===== config.mk =====
export PLATFORM = sky130hd
export DESIGN_NAME = store_write_buffer
export DESIGN_NICKNAME = d
export VERILOG_FILES = /design/src/rtl/store_write_buffer.sv
export SDC_FILE = /design/constraint.sdc
export NUM_CORES = 1
export LEC_CHECK = 0
export ABC_CLOCK_PERIOD_IN_PS = 3700
export BUFFER_PORTS_ARGS = -buffer_cell sky130_fd_sc_hd__buf_2
export CAP_MARGIN = 20
export CORE_MARGIN = 2
export CORE_UTILIZATION = 59
export CTS_CLUSTER_SIZE = 14
export DETAILED_ROUTE_END_ITERATION = 10
export GPL_ROUTABILITY_DRIVEN = 0
export PLACE_DENSITY_LB_ADDON = 0.2
export SLEW_MARGIN = 15
export SYNTH_ARGS = -nofsm -noshare
export SYNTH_HDL_FRONTEND = slang
export SYNTH_SLANG_ARGS = --single-unit

===== constraint.sdc =====
create_clock -name clk -period 3.7 [get_ports clk]
set_input_delay 0.555 -clock clk [delete_from_list [all_inputs] [get_ports clk]]
set_output_delay 0.555 -clock clk [all_outputs]
set_load 0.01 [all_outputs]

===== src/rtl/store_write_buffer.sv =====
// store_write_buffer: FIFO of 64-bit row stores drained one 16-bit lane per accepted cycle; 1-cycle push-to-memWE latency.
// memReady=0 holds the presented word; pushes while full are dropped and flagged sticky; STWB_COALESCE_EN enables same-address merging.
module store_write_buffer #(
    parameter int DEPTH = 4
) (
    input  logic        clk,
    input  logic        rst,
    input  logic        memWrtoReg,
    input  logic [15:0] memAddr,
    input  logic [63:0] datatoMem,
    input  logic        memReady,
    output logic        memWE,
    output logic [15:0] memWAddr,
    output logic [15:0] memWData,
    output logic        bufFull,
    output logic        bufEmpty,
    output logic        overflow
);
    localparam int AW = $clog2(DEPTH);
    localparam logic [AW:0]   FULL_CNT = (AW+1)'(DEPTH);
    localparam logic [AW:0]   CNT_ONE  = (AW+1)'(1);
    localparam logic [AW-1:0] PTR_ONE  = AW'(1);

    typedef struct packed {
        logic [15:0] addr;
        logic [63:0] data;
    } entry_t;

    entry_t        mem [DEPTH];
    logic [AW-1:0] head;
    logic [AW-1:0] tail;
    logic [AW:0]   count;
    logic [1:0]    lane;
    logic          overflow_q;

    entry_t head_entry;
    logic   accept;
    logic   pop;
    logic   push;
    logic   drop;
    logic   coalesce;

    assign head_entry = mem[head];
    assign bufFull    = (count == FULL_CNT);
    assign bufEmpty   = (count == '0);
    assign overflow   = overflow_q;
    assign accept     = !bufEmpty && memReady;
    assign pop        = accept && (lane == 2'd3);

`ifdef STWB_COALESCE_EN
    // The newest entry may be merged only while its drain has not begun.
    logic [AW-1:0] last_idx;
    assign last_idx = tail - PTR_ONE;
    assign coalesce = memWrtoReg && !bufEmpty
                      && (mem[last_idx].addr == memAddr)
                      && !((last_idx == head) && (lane != 2'd0));
`else
    assign coalesce = 1'b0;
`endif

    // Full is judged on the registered count, so a same-cycle pop never frees a slot.
    assign push = memWrtoReg && !bufFull && !coalesce;
    assign drop = memWrtoReg && bufFull && !coalesce;

    always_comb begin
        memWE    = 1'b0;
        memWAddr = '0;
        memWData = '0;
        if (!bufEmpty) begin
            memWE    = 1'b1;
            memWAddr = head_entry.addr + {14'd0, lane};
            memWData = head_entry.data[lane*16 +: 16];
        end
    end

    always_ff @(posedge clk) begin
        if (rst) begin
            head       <= '0;
            tail       <= '0;
            count      <= '0;
            lane       <= 2'd0;
            overflow_q <= 1'b0;
        end else begin
            if (accept) lane <= lane + 2'd1;
            if (pop)    head <= head + PTR_ONE;
            if (push)   tail <= tail + PTR_ONE;
            case ({push, pop})
                2'b10:   count <= count + CNT_ONE;
                2'b01:   count <= count - CNT_ONE;
                default: count <= count;
            endcase
            if (drop) overflow_q <= 1'b1;
        end
    end

    always_ff @(posedge clk) begin
        if (!rst) begin
            if (push) begin
                mem[tail] <= {memAddr, datatoMem};
            end
`ifdef STWB_COALESCE_EN
            else if (coalesce) begin
                mem[last_idx].data <= datatoMem;
            end
`endif
        end
    end
endmodule

Word level (Yosys, flattened, before mapping)
Memory sizes are Yosys's and may differ from the RTL's. A register that Yosys moved wholly into a read port is not among the register bits.
Cells that the tools add are included.
{"block": "totals", "memories": 1, "word_cells": 34, "register_bits": 10, "ramBits": 320, "rom_bits": 0, "output_inout_bits": 36, "latchBits": 0, "input_bits": 84}
{"memory": "mem", "depth": 4, "width": 80, "read_ports": 1, "rd_clocked_by_memory_dff": 1, "write_ports": 1, "line": "29", "rtl": "entry_t mem [DEPTH];"}
{"block": "op_classes", "eq_ne": 4, "n_reduce_logical": 8, "addsub": 6, "n_mux": 9, "shifts": 1, "n_mul": 0, "n_bitwise": 0, "div": 0, "order_cmp": 0}
{"op": "$shiftx A64 B7 Y16", "n": 1}
{"op": "$mux W16", "n": 2}
{"op": "$add A16 B2 Y16", "n": 1}
{"op": "$add A2 B1 Y2 const B", "n": 3}
{"op": "$pmux W3 S2", "n": 1}
{"op": "$eq A2 B2 Y1 const B", "n": 2}
{"op": "$logic_and A1 B1 Y1", "n": 4}
{"op": "$mux W1", "n": 4}
{"op": "$mux W2", "n": 2}
{"op": "$add A3 B1 Y3 const B", "n": 1}
{"op": "$eq A3 B3 Y1 const B", "n": 1}
{"op": "$logic_not A3 Y1", "n": 1}
{"op": "$sub A3 B1 Y3 const B", "n": 1}
{"op": "$eq A2 B1 Y1 const B", "n": 1}
{"op": "$logic_not A1 Y1", "n": 2}
{"op": "$reduce_bool A2 Y1", "n": 1}

Logic depth before layout (Yosys ltp)
Gate-level depths: netlist of the first run.
{"block": "logic_depth", "ltp_word": 6, "mapped_depth": 10, "ltp_nobuf": 8}

Worst setup path before layout of the first run
No wires, ideal clock.
{"block": "synth_path", "path_type": "register to output", "from": "reg (tool-made name)", "to": "out memWAddr[11]", "required_ns": 3.145, "arrival_ns": 2.697, "setup_slack_ns": 0.448, "path_stages_with_launch": 11, "n_path_buf": 4, "cell_sequence": "dfxtp_1 -> buf_6 -> buf_12 -> buf_12 -> buf_12 -> mux4_2 -> ha_1 -> a21o_1 -> nand4_1 -> or4_1 -> a21oi_1"}
{"element": "to (decl)", "line": "13", "rtl": "output logic [15:0] memWAddr,"}

==> flow_summary_export.csv, run 1 <==
group,metric,value,unit
grt,gr-usage-met3,4.78,%
yosys,synth_largest_type_area_fraction,73.6,%
worst_setup_path,cp_arrival,2980,ps
grt,antenna_violations_before_repair,4,
grt,first_global_vias,6685,
floorplan,floorplan.initialDensity,60.0,%
worst_setup_path,slowest_stage,"sky130_fd_sc_hd__or4_1",
route,drt-total-wl,24.4,mm
grt,grt.met1_usage,28.7,%
power_and_ir_drop,totalPowerFinal,7.82,mW
yosys,synth_top_area_cell,"sky130_fd_sc_hd__edfxtp_1",
cells_and_area,layout.cells.most_common,"sky130_fd_sc_hd__edfxtp_1",
worst_setup_path,crit_buf_inv,1,
sta,setup_viol,0,
route,drt.antenna.violating_nets,0,
cells_and_area,finish.instance_area,15100,um^2
cells_and_area,seq_area,9860,um^2
clocking,total_number_of_clock_tree_sinks,332,
floorplan,die_w,153,um
clocking,cts.reportedPaths.clkPinSlew,60,ps
floorplan,floorplan_die_height,153,um
floorplan,floorplan.core_area,21800,um^2
yosys,synthAdderAreaFrac,1.07,%
clocking,clock_path_buffers,3,
clocking,clk_root_buf,"sky130_fd_sc_hd__clkbuf_16",
sta,layout_min_cycle_time,3530,ps
clocking,worst_skew_pair.late_latency,500,ps
worst_hold_path,hp-class,"input port to register",
cells_and_area,postLayoutCoreUtil,69.2,%
yosys,synth.yosys.warnings,0,
clocking,clock_tree_from_tritoncts,"done",
yosys,yosys.area_share.simple,3.07,%
yosys,synth-seq-area-share,75.4,%
floorplan,cell_rows,54,
yosys,post_synth_instance_area,13100,um^2
yosys,async_flop_share,0,%
worst_setup_path,timing.critical_path.fanout_max,17,
yosys,synth.top_cells.by_area,"sky130_fd_sc_hd__edfxtp_1 (74%), sky130_fd_sc_hd__mux4_2 (15%), sky130_fd_sc_hd__mux4_1 (2.2%)",
sta,max_clock_freq,283,MHz
worst_setup_path,timing_worst_setup_path_type,"register to primary output",
worst_setup_path,cp_startpoint_kind,"register",
power_and_ir_drop,power_density,519,nW/um^2
route,route.vias.total,6247,
power_and_ir_drop,worst_supply_voltage_drop_on_vdd,0.452,mV
placed_design,buffer_ports.inserted,119,
grt,track_usage,21.3,%
sta,worst-slew-pin-transition,848,ps
route,drt-pass1-iter-count,5,
sta,final_hold_viol_count,0,
sta,min_period_over_period,95.5,%
yosys,multiplexer_fraction_of_the_synthesized_cell_area,17.1,%
cells_and_area,layout_common_cells,"sky130_fd_sc_hd__edfxtp_1 (320), sky130_fd_sc_hd__buf_2 (119), sky130_fd_sc_hd__mux4_2 (85)",
grt,gr-total-overflow,0,
grt,grt_use_met2,35.6,%
yosys,mappedNetlistNets,677,
run,maxCapViolations,0,
route,drcViolationCount,0,
yosys,fraction_of_the_mapped_netlist_area_in_compound_gates,0.977,%
worst_setup_path,ordered_cell_list_for_the_critical_path,"mux4_2 > ha_1 > fa_1 > nand4_1 > or4_1 > a21oi_1 > buf_2",
worst_setup_path,cp_data_required_time,3140,ps
floorplan,pin_count,120,
worst_setup_path,crit_path_max_incr_delay,640,ps
cells_and_area,final.fill_count,1362,
yosys,synth_top_family_by_area,"multiplexers",
route,initialDrtViolationCount,500,
yosys,synth_area_per_cell,22.4,um^2
worst_setup_path,delay_heaviest_family_cp,"simple AND/OR/NAND/NOR gates",
cells_and_area,final_net_count,817,
run_status,outcome,"complete, no violations",
grt,first_pass_grt_wire_length,37.8,mm
sta,drv_slew,0,
clocking,cts-htree-levels,2,
yosys,unique_masters_post_synth,34,
yosys,synth_enable_flop_cells,320,
yosys,post_synth_xor_area_fraction,0.603,%
route,wire_per_inst,23.7,um
clocking,numCtsBuffers,34,
sta,skew,19.0,ps
grt,grt_max_degree,65,
sta,max_slew_margin,43.5,%
grt,grt_most_used_layer,"met2",
cells_and_area,multi_input_logic_area,3000,um^2
placed_design,placed_cell_area,14000,um^2
cells_and_area,drive_above_1_share,36.3,%
floorplan,fp.dieArea,23300,um^2
yosys,postSynth.topFlopCell,"sky130_fd_sc_hd__edfxtp_1",
yosys,postSynthRegisterBits,332,
route,vias_per_cell,6.06,
yosys,postSynthCellCount,583,
placed_design,post-dp-hpwl,13.9,mm
cells_and_area,layout-area-overhead-vs-synth,15.3,%
worst_setup_path,worst_setup_path_end_kind,"primary output",
power_and_ir_drop,total_leakage_power,4.95,nW
[synthesized netlist by cell type, drive strengths merged, types with 5 or more instances]
master,count
edfxtp,320
mux4,96
and2,22
buf,21
nor2,14
a21oi,13
dfxtp,12
nand2,10
inv,9
ha,8
clkbuf,7
or3,6
xor2,6
nand4,5
o21ai,5
[report_power, final]
part           internal (mW)  switching (mW)  total (mW)
sequential              4.23          0.0260        4.26
clock                   1.80            1.31        3.11
combinational          0.185           0.267       0.452
total                   6.22            1.60        7.82
[final timing paths]
kind,startpoint,end,slack (ps),depth (start not counted)
worst max-delay path,register,memWAddr[10],170,7
worst min-delay path,datatoMem[25],mem[3][25]$_DFFE_PP_,260,1
worst max register to register,count[1]$_SDFFE_PP0P_,count[2]$_SDFFE_PP0P_,990,8
worst min register to register,overflow$_SDFFE_PP0P_,overflow$_SDFFE_PP0P_,480,2
[registers in the layout (all words and copies together) (netlist names), named ones only]
register and count:
head 2, lane 2, mem 320, overflow 1, count 3, tail 2
[routing by layer]
layer | vias to the layer above | part of all wire [%]
li1 | 2744 | -
met1 | 3227 | 40
met2 | 229 | 51
met3 | 45 | 6.4
met4 | 2 | 2.1
met5 | - | 0.053
[cell families after synthesis]
group / count (synthesis)
DFF: 332
muxes: 99
and+or+nand+nor: 73
buffers and inverters: 37
AOI/OAI and AO/OA: 23
adders and majority gates: 10
xor gates and xnor gates: 9
[layout make-up]
cell class / count / area share [%]
repair buffers: 132 / 5.32
diodes: 4 / 0.0665
clock inverters: 19 / 0.764
flip-flops and latches: 332 / 65.4
multi-input cells: 214 / 19.9
well taps: 280 / 2.33
inverters: 9 / 0.224
clock buffers: 41 / 5.96
[metrics by stage]
stage,TNS (ps),instances,setup WS (ps),hold WS [ps]
6_report,0,1031,167,264
5_1_grt,-10.7,1029,-10.7,245
4_1_cts,0,1024,110,237
3_5_place_dp,0,963,450,460
3_3_place_gp,0,963,533,447
2_1_floorplan,0,583,448,462
[what timing repair did]
action,in CTS,in global routing
pin swaps,0,2
resized for setup,1,1
setup endpoints to repair,5,3
buffers inserted,0,3
gates cloned,1,0
hold buffers,0,0
Note: power is estimated with default switching activity, not from simulation.
==> run 2, diff against run 1 <==
- CORE_ASPECT_RATIO: default -> 1.75
==> run 2 against run 1 <==
  * Largest power group unchanged
  * Global-route usage grew 0.37 points
  * Combinational power shrank 2%
  * Final cell count grew 0.87%
  * Register-to-register slack lost 20 ps
  * First-iteration DRC count is 7.0% lower
  * Die area grew 0.20%
  * Via count shrank 1.4%
  * Worst setup slack got worse by 2.5 ps
  * Clock power decreased by 13%
  * Highest routed layer unchanged
==> flow_summary_export.csv, run 2 (synthesis results as in run 1) <==
group,metric,value,unit
clocking,cts_hold_buf,0,
power_and_ir_drop,power_density,499,nW/um^2
power_and_ir_drop,total_leakage_power,4.85,nW
worst_setup_path,cp_data_required_time,3140,ps
clocking,numCtsBuffers,29,
route,drt-pass1-iter-count,4,
placed_design,buffer_ports.inserted,119,
placed_design,placedCellCount,983,
worst_setup_path,timing.critical_path.fanout_max,27,
worst_hold_path,hp-class,"input port to register",
cells_and_area,drive_above_1_share,35.4,%
grt,track_usage,21.7,%
grt,first_pass_grt_wire_length,37.5,mm
sta,final_hold_viol_count,0,
worst_setup_path,cp_arrival,2980,ps
route,drt-total-wl,24.4,mm
worst_setup_path,ordered_cell_list_for_the_critical_path,"buf_6 > buf_4 > mux4_1 > mux4_2 > and2_1 > buf_2",
sta,skew,13.9,ps
cells_and_area,multi_input_logic_area,2990,um^2
power_and_ir_drop,worst_supply_voltage_drop_on_vdd,0.452,mV
worst_setup_path,delay_heaviest_family_cp,"multiplexers",
route,vias_per_cell,5.92,
worst_setup_path,worst_setup_path_end_kind,"primary output",
route,drcViolationCount,0,
clocking,cts.reportedPaths.clkPinSlew,70,ps
cells_and_area,layout_common_cells,"sky130_fd_sc_hd__edfxtp_1 (320), sky130_fd_sc_hd__buf_2 (119), sky130_fd_sc_hd__mux4_2 (85)",
clocking,total_number_of_clock_tree_sinks,332,
cells_and_area,postLayoutCoreUtil,67.9,%
run_status,outcome,"complete, no violations",
cells_and_area,finish.instance_area,14900,um^2
worst_setup_path,cp_startpoint_kind,"register",
floorplan,cell_rows,72,
clocking,cts-htree-levels,1,
cells_and_area,regMostFlops,"mem",
sta,max_slew_margin,56.9,%
floorplan,floorplan.core_area,21900,um^2
cells_and_area,layout-area-overhead-vs-synth,13.8,%
sta,worst-slew-pin-transition,646,ps
clocking,clock_tree_from_tritoncts,"done",
cells_and_area,seq_area,9860,um^2
sta,drv_slew,0,
floorplan,floorplan.initialDensity,59.7,%
floorplan,fp.dieArea,23400,um^2
route,drt.antenna.violating_nets,0,
clocking,clk_root_buf,"sky130_fd_sc_hd__clkbuf_16",
sta,max_clock_freq,283,MHz
sta,layout_min_cycle_time,3540,ps
floorplan,pin_count,120,
route,initialDrtViolationCount,465,
worst_setup_path,slowest_stage,"sky130_fd_sc_hd__mux4_1",
run,maxCapViolations,0,
grt,gr-total-overflow,0,
placed_design,placed_cell_area,14000,um^2
cells_and_area,layout.cells.most_common,"sky130_fd_sc_hd__edfxtp_1",
floorplan,die_w,116,um
worst_setup_path,crit_buf_inv,3,
cells_and_area,final_net_count,814,
grt,grt_max_degree,45,
route,wire_per_inst,23.5,um
floorplan,floorplan_die_height,201,um
grt,first_global_vias,6683,
cells_and_area,largestRegisters,"mem (320), count (3)",
sta,min_period_over_period,95.5,%
cells_and_area,largest_register_ff_count,320,
worst_setup_path,crit_path_max_incr_delay,590,ps
grt,antenna_violations_before_repair,7,
clocking,clock_path_buffers,3,
clocking,worst_skew_pair.late_latency,540,ps
placed_design,post-dp-hpwl,14.6,mm
route,route.vias.total,6158,
cells_and_area,finalNonFillerCells,1040,
sta,setup_viol,0,
worst_setup_path,timing_worst_setup_path_type,"register to primary output",
cells_and_area,final.fill_count,1418,
power_and_ir_drop,totalPowerFinal,7.43,mW
==> run 2: cell count changes in the layout (fill, tap and decap cells not counted), moves of 2 or more <==
| cell | delta |
|---|---|
| sky130_fd_sc_hd__clkinv_2 | -3 |
| sky130_fd_sc_hd__buf_6 | +3 |
| sky130_fd_sc_hd__clkbuf_16 | -6 |
| sky130_fd_sc_hd__diode_2 | +3 |
| sky130_fd_sc_hd__inv_6 | -2 |
| sky130_fd_sc_hd__clkinv_1 | -2 |
| sky130_fd_sc_hd__buf_4 | +2 |
==> run 2: power by group <==
group          internal (mW)  total (mW)  switching (mW)
combinational          0.185       0.444           0.259
sequential              4.23        4.26          0.0292
clock                   1.49        2.72            1.23
total                   5.91        7.43            1.52
==> run 2: metal layers <==
layer,part of all wire (%),up-vias,global-route usage (%)
met5,0.053,-,0
met4,3.1,2,8.59
li1,-,2723,-
met3,5.8,52,4.20
met2,54,192,37.1
met1,37,3189,27.2
==> run 2: layout make-up <==
cell class              instances  share of cell area [%]
repair buffers                134                    5.18
diodes                          7                   0.118
clock buffers                  36                    5.06
flip-flops and latches        332                    66.3
well taps                     296                    2.49
inverters                       9                   0.227
multi-input cells             214                    20.1
clock inverters                12                   0.505
==> run 2: final timing paths <==
| kind | cells past startpoint | startpoint | slack [ps] | end |
|---|---|---|---|---|
| setup / recovery | 6 | register | 160 | memWData[3] |
| hold / removal | 1 | datatoMem[10] | 230 | mem[1][10]$_DFFE_PP_ |
| setup reg to reg | 9 | lane[1]$_SDFFE_PP0P_ | 970 | count[2]$_SDFFE_PP0P_ |
| hold reg to reg | 2 | overflow$_SDFFE_PP0P_ | 470 | overflow$_SDFFE_PP0P_ |
==> run 2: timing repair <==
action	in CTS	in global routing
pin swaps	0	2
buffers inserted	0	2
setup endpoints to repair	6	14
resized for setup	1	2
==> run 2: metrics by stage <==
step	setup slack [ps]	hold slack (ps)	setup TNS [ps]
2_1_floorplan	448	462	0
3_3_place_gp	570	446	0
3_5_place_dp	503	460	0
4_1_cts	15.9	203	0
5_1_grt	-0.781	205	-0.781
6_report	165	226	0
==> run 3, diff against run 2 <==
- ABC_CLOCK_PERIOD_IN_PS: 3700 -> 3550
- PLACE_DENSITY: default -> 0.76
- PLACE_DENSITY_LB_ADDON: 0.2 -> default
- clock period: 3.7 -> 3.55 ns (I/O delays scaled with it)
==> run 3 against run 2 <==
  * First-iteration DRC count increased by 20%
  * Total power increased by 3.8%
  * Register-to-register slack got worse by 110 ps
  * Critical path depth is 2 higher
  * Clock skew down 3.0 ps
  * Combinational power is 6.3% higher
  * Via count increased by 1.8%
  * Sequential cell count stayed put
  * Hold slack got worse by 24 ps
  * Global-route usage is 0.38 points lower
  * Worst setup slack worse by 62 ps
  * Count of clock-buffer cells in the layout is 11 higher
  * Critical endpoint is now memWAddr[13]
  * Largest cell class unchanged
==> flow_summary_export.csv, run 3 (synthesis results as in run 1) <==
group,metric,value,unit
floorplan,floorplan_die_height,201,um
cells_and_area,layout-area-overhead-vs-synth,14.2,%
worst_setup_path,ordered_cell_list_for_the_critical_path,"mux4_2 > ha_1 > a21o_1 > nand4_1 > buf_4 > or4_4 > a21oi_2 > buf_2",
worst_setup_path,cp_startpoint_kind,"register",
worst_setup_path,worst_setup_path_end_kind,"primary output",
clocking,cts-htree-levels,1,
sta,max_clock_freq,290,MHz
route,drt-total-wl,24.4,mm
cells_and_area,finalNonFillerCells,1048,
sta,final_hold_viol_count,0,
sta,rsz_0062_raised_after_global_routing,"yes",
worst_setup_path,timing.critical_path.fanout_max,9,
sta,setup_viol,0,
sta,max_slew_margin,49.1,%
floorplan,floorplan.initialDensity,59.7,%
grt,track_usage,21.3,%
floorplan,cell_rows,72,
route,wire_per_inst,23.3,um
route,drt.antenna.violating_nets,0,
route,drcViolationCount,0,
floorplan,floorplan.core_area,21900,um^2
grt,first_pass_grt_wire_length,37.1,mm
worst_hold_path,hp-class,"input port to register",
cells_and_area,largest_register_ff_count,320,
clocking,clock_path_buffers,3,
worst_setup_path,critPathCapture,"memWAddr[13]",
worst_setup_path,cp.depth,8,
grt,first_global_vias,6718,
power_and_ir_drop,power_density,517,nW/um^2
cells_and_area,drive_above_1_share,36.2,%
worst_setup_path,r2r.worst_path.cells,8,
clocking,worst_skew_pair.late_latency,540,ps
worst_setup_path,slowest_stage,"sky130_fd_sc_hd__mux4_2",
clocking,cts_hold_buf,0,
power_and_ir_drop,total_leakage_power,4.87,nW
grt,gr-total-overflow,0,
clocking,numCtsBuffers,28,
cells_and_area,largestRegisters,"mem (320), count (3)",
power_and_ir_drop,worst_supply_voltage_drop_on_vdd,0.457,mV
cells_and_area,final.fill_count,1397,
cells_and_area,final_net_count,821,
worst_setup_path,worstReg2RegEnd,"count[2]$_SDFFE_PP0P_",
placed_design,buffer_ports.inserted,119,
route,initialDrtViolationCount,559,
clocking,cts.reportedPaths.clkPinSlew,70,ps
worst_setup_path,crit_path_max_incr_delay,530,ps
placed_design,placedCellCount,983,
worst_setup_path,timing_worst_setup_path_type,"register to primary output",
cells_and_area,regMostFlops,"mem",
cells_and_area,postLayoutCoreUtil,68.1,%
run,maxCapViolations,0,
worst_setup_path,cp_arrival,2910,ps
cells_and_area,seq_area,9860,um^2
cells_and_area,layout.cells.most_common,"sky130_fd_sc_hd__edfxtp_1",
grt,antenna_violations_before_repair,4,
floorplan,die_w,116,um
route,vias_per_cell,5.98,
sta,layout_min_cycle_time,3450,ps
route,drt-pass1-iter-count,5,
placed_design,post-dp-hpwl,14.7,mm
clocking,clk_root_buf,"sky130_fd_sc_hd__clkbuf_16",
worst_setup_path,delay_heaviest_family_cp,"multiplexers",
sta,drv_slew,0,
sta,min_period_over_period,97.1,%
run_status,outcome,"complete, no violations",
cells_and_area,layout_common_cells,"sky130_fd_sc_hd__edfxtp_1 (320), sky130_fd_sc_hd__buf_2 (119), sky130_fd_sc_hd__mux4_2 (85)",
floorplan,pin_count,120,
route,route.vias.total,6270,
sta,skew,10.9,ps
worst_setup_path,regToRegSetupSlack,860,ps
worst_setup_path,r2r-start,"count[0]$_SDFFE_PP0P_",
sta,worst-slew-pin-transition,763,ps
clocking,clock_tree_from_tritoncts,"done",
worst_setup_path,crit_buf_inv,2,
floorplan,fp.dieArea,23400,um^2
worst_setup_path,cp_data_required_time,3020,ps
grt,grt_max_degree,48,
cells_and_area,multi_input_logic_area,3010,um^2
clocking,total_number_of_clock_tree_sinks,332,
## run 3: cell count changes in the layout (fill, tap and decap cells not counted), sizes merged
| cell | delta |
|---|---|
| nand4 | +1 |
| clkinv | -6 |
| clkbuf | +11 |
| bufinv | -1 |
| buf | +7 |
| diode | -4 |
## run 3: report_power, final
group	switching [mW]	leakage, nW	internal (mW)
Clock	1.26	0.397	1.53
Sequential	0.0286	3.01	4.41
Combinational	0.279	1.47	0.194
Total	1.57	4.87	6.14
## run 3: cell type report
cell class	count	area share (%)
clock inverters	5	0.143
multi-input cells	215	20.2
flip-flops and latches	332	66.1
inverters	9	0.227
well taps	296	2.48
clock buffers	47	5.39
diodes	3	0.0503
repair buffers	141	5.40
## run 3: timing repair
action	CTS	global route
endpoints found under the setup margin	16	6
pin swaps	2	2
buffers inserted	5	4
gates resized for setup	1	5
cloned	0	1
## run 3: metrics by stage
step                      hold WS [ps]  cell area (um^2)  TNS [ps]  worst slack [ps]  power [mW]
after floorplan                    462             13100         0               321        4.77
after global placement             444             14000         0               503        4.97
after detailed placement           477             14000         0               492        4.99
after CTS                          178             14800         0              33.1        7.76
after global routing               189             14900     -1.09             -1.09        7.95
final                              202             14900         0               103        7.71
## run 3: worst min path at each step
| stage | from | to | cells past startpoint |
|---|---|---|---|
| floorplan | count[2]$_SDFFE_PP0P_ | count[2]$_SDFFE_PP0P_ | 2 |
| finish | memAddr[7] | mem[0][71]$_DFFE_PP_ | 1 |
| global route | datatoMem[35] | mem[2][35]$_DFFE_PP_ | 1 |
| detailed placement | overflow$_SDFFE_PP0P_ | overflow$_SDFFE_PP0P_ | 2 |
| CTS | memAddr[7] | mem[0][71]$_DFFE_PP_ | 1 |
| global placement | overflow$_SDFFE_PP0P_ | overflow$_SDFFE_PP0P_ | 2 |
## run 3: routing by layer
layer | routed length (um) | GRT usage [%] | vias to the layer above | part of all wire (%)
li1 | - | - | 2738 | -
met1 | 8960 | 27.1 | 3230 | 37
met3 | 1480 | 3.77 | 55 | 6.1
met2 | 13200 | 36.6 | 245 | 54
met4 | 694 | 7.99 | 2 | 2.8
met5 | 13 | 0 | - | 0.053
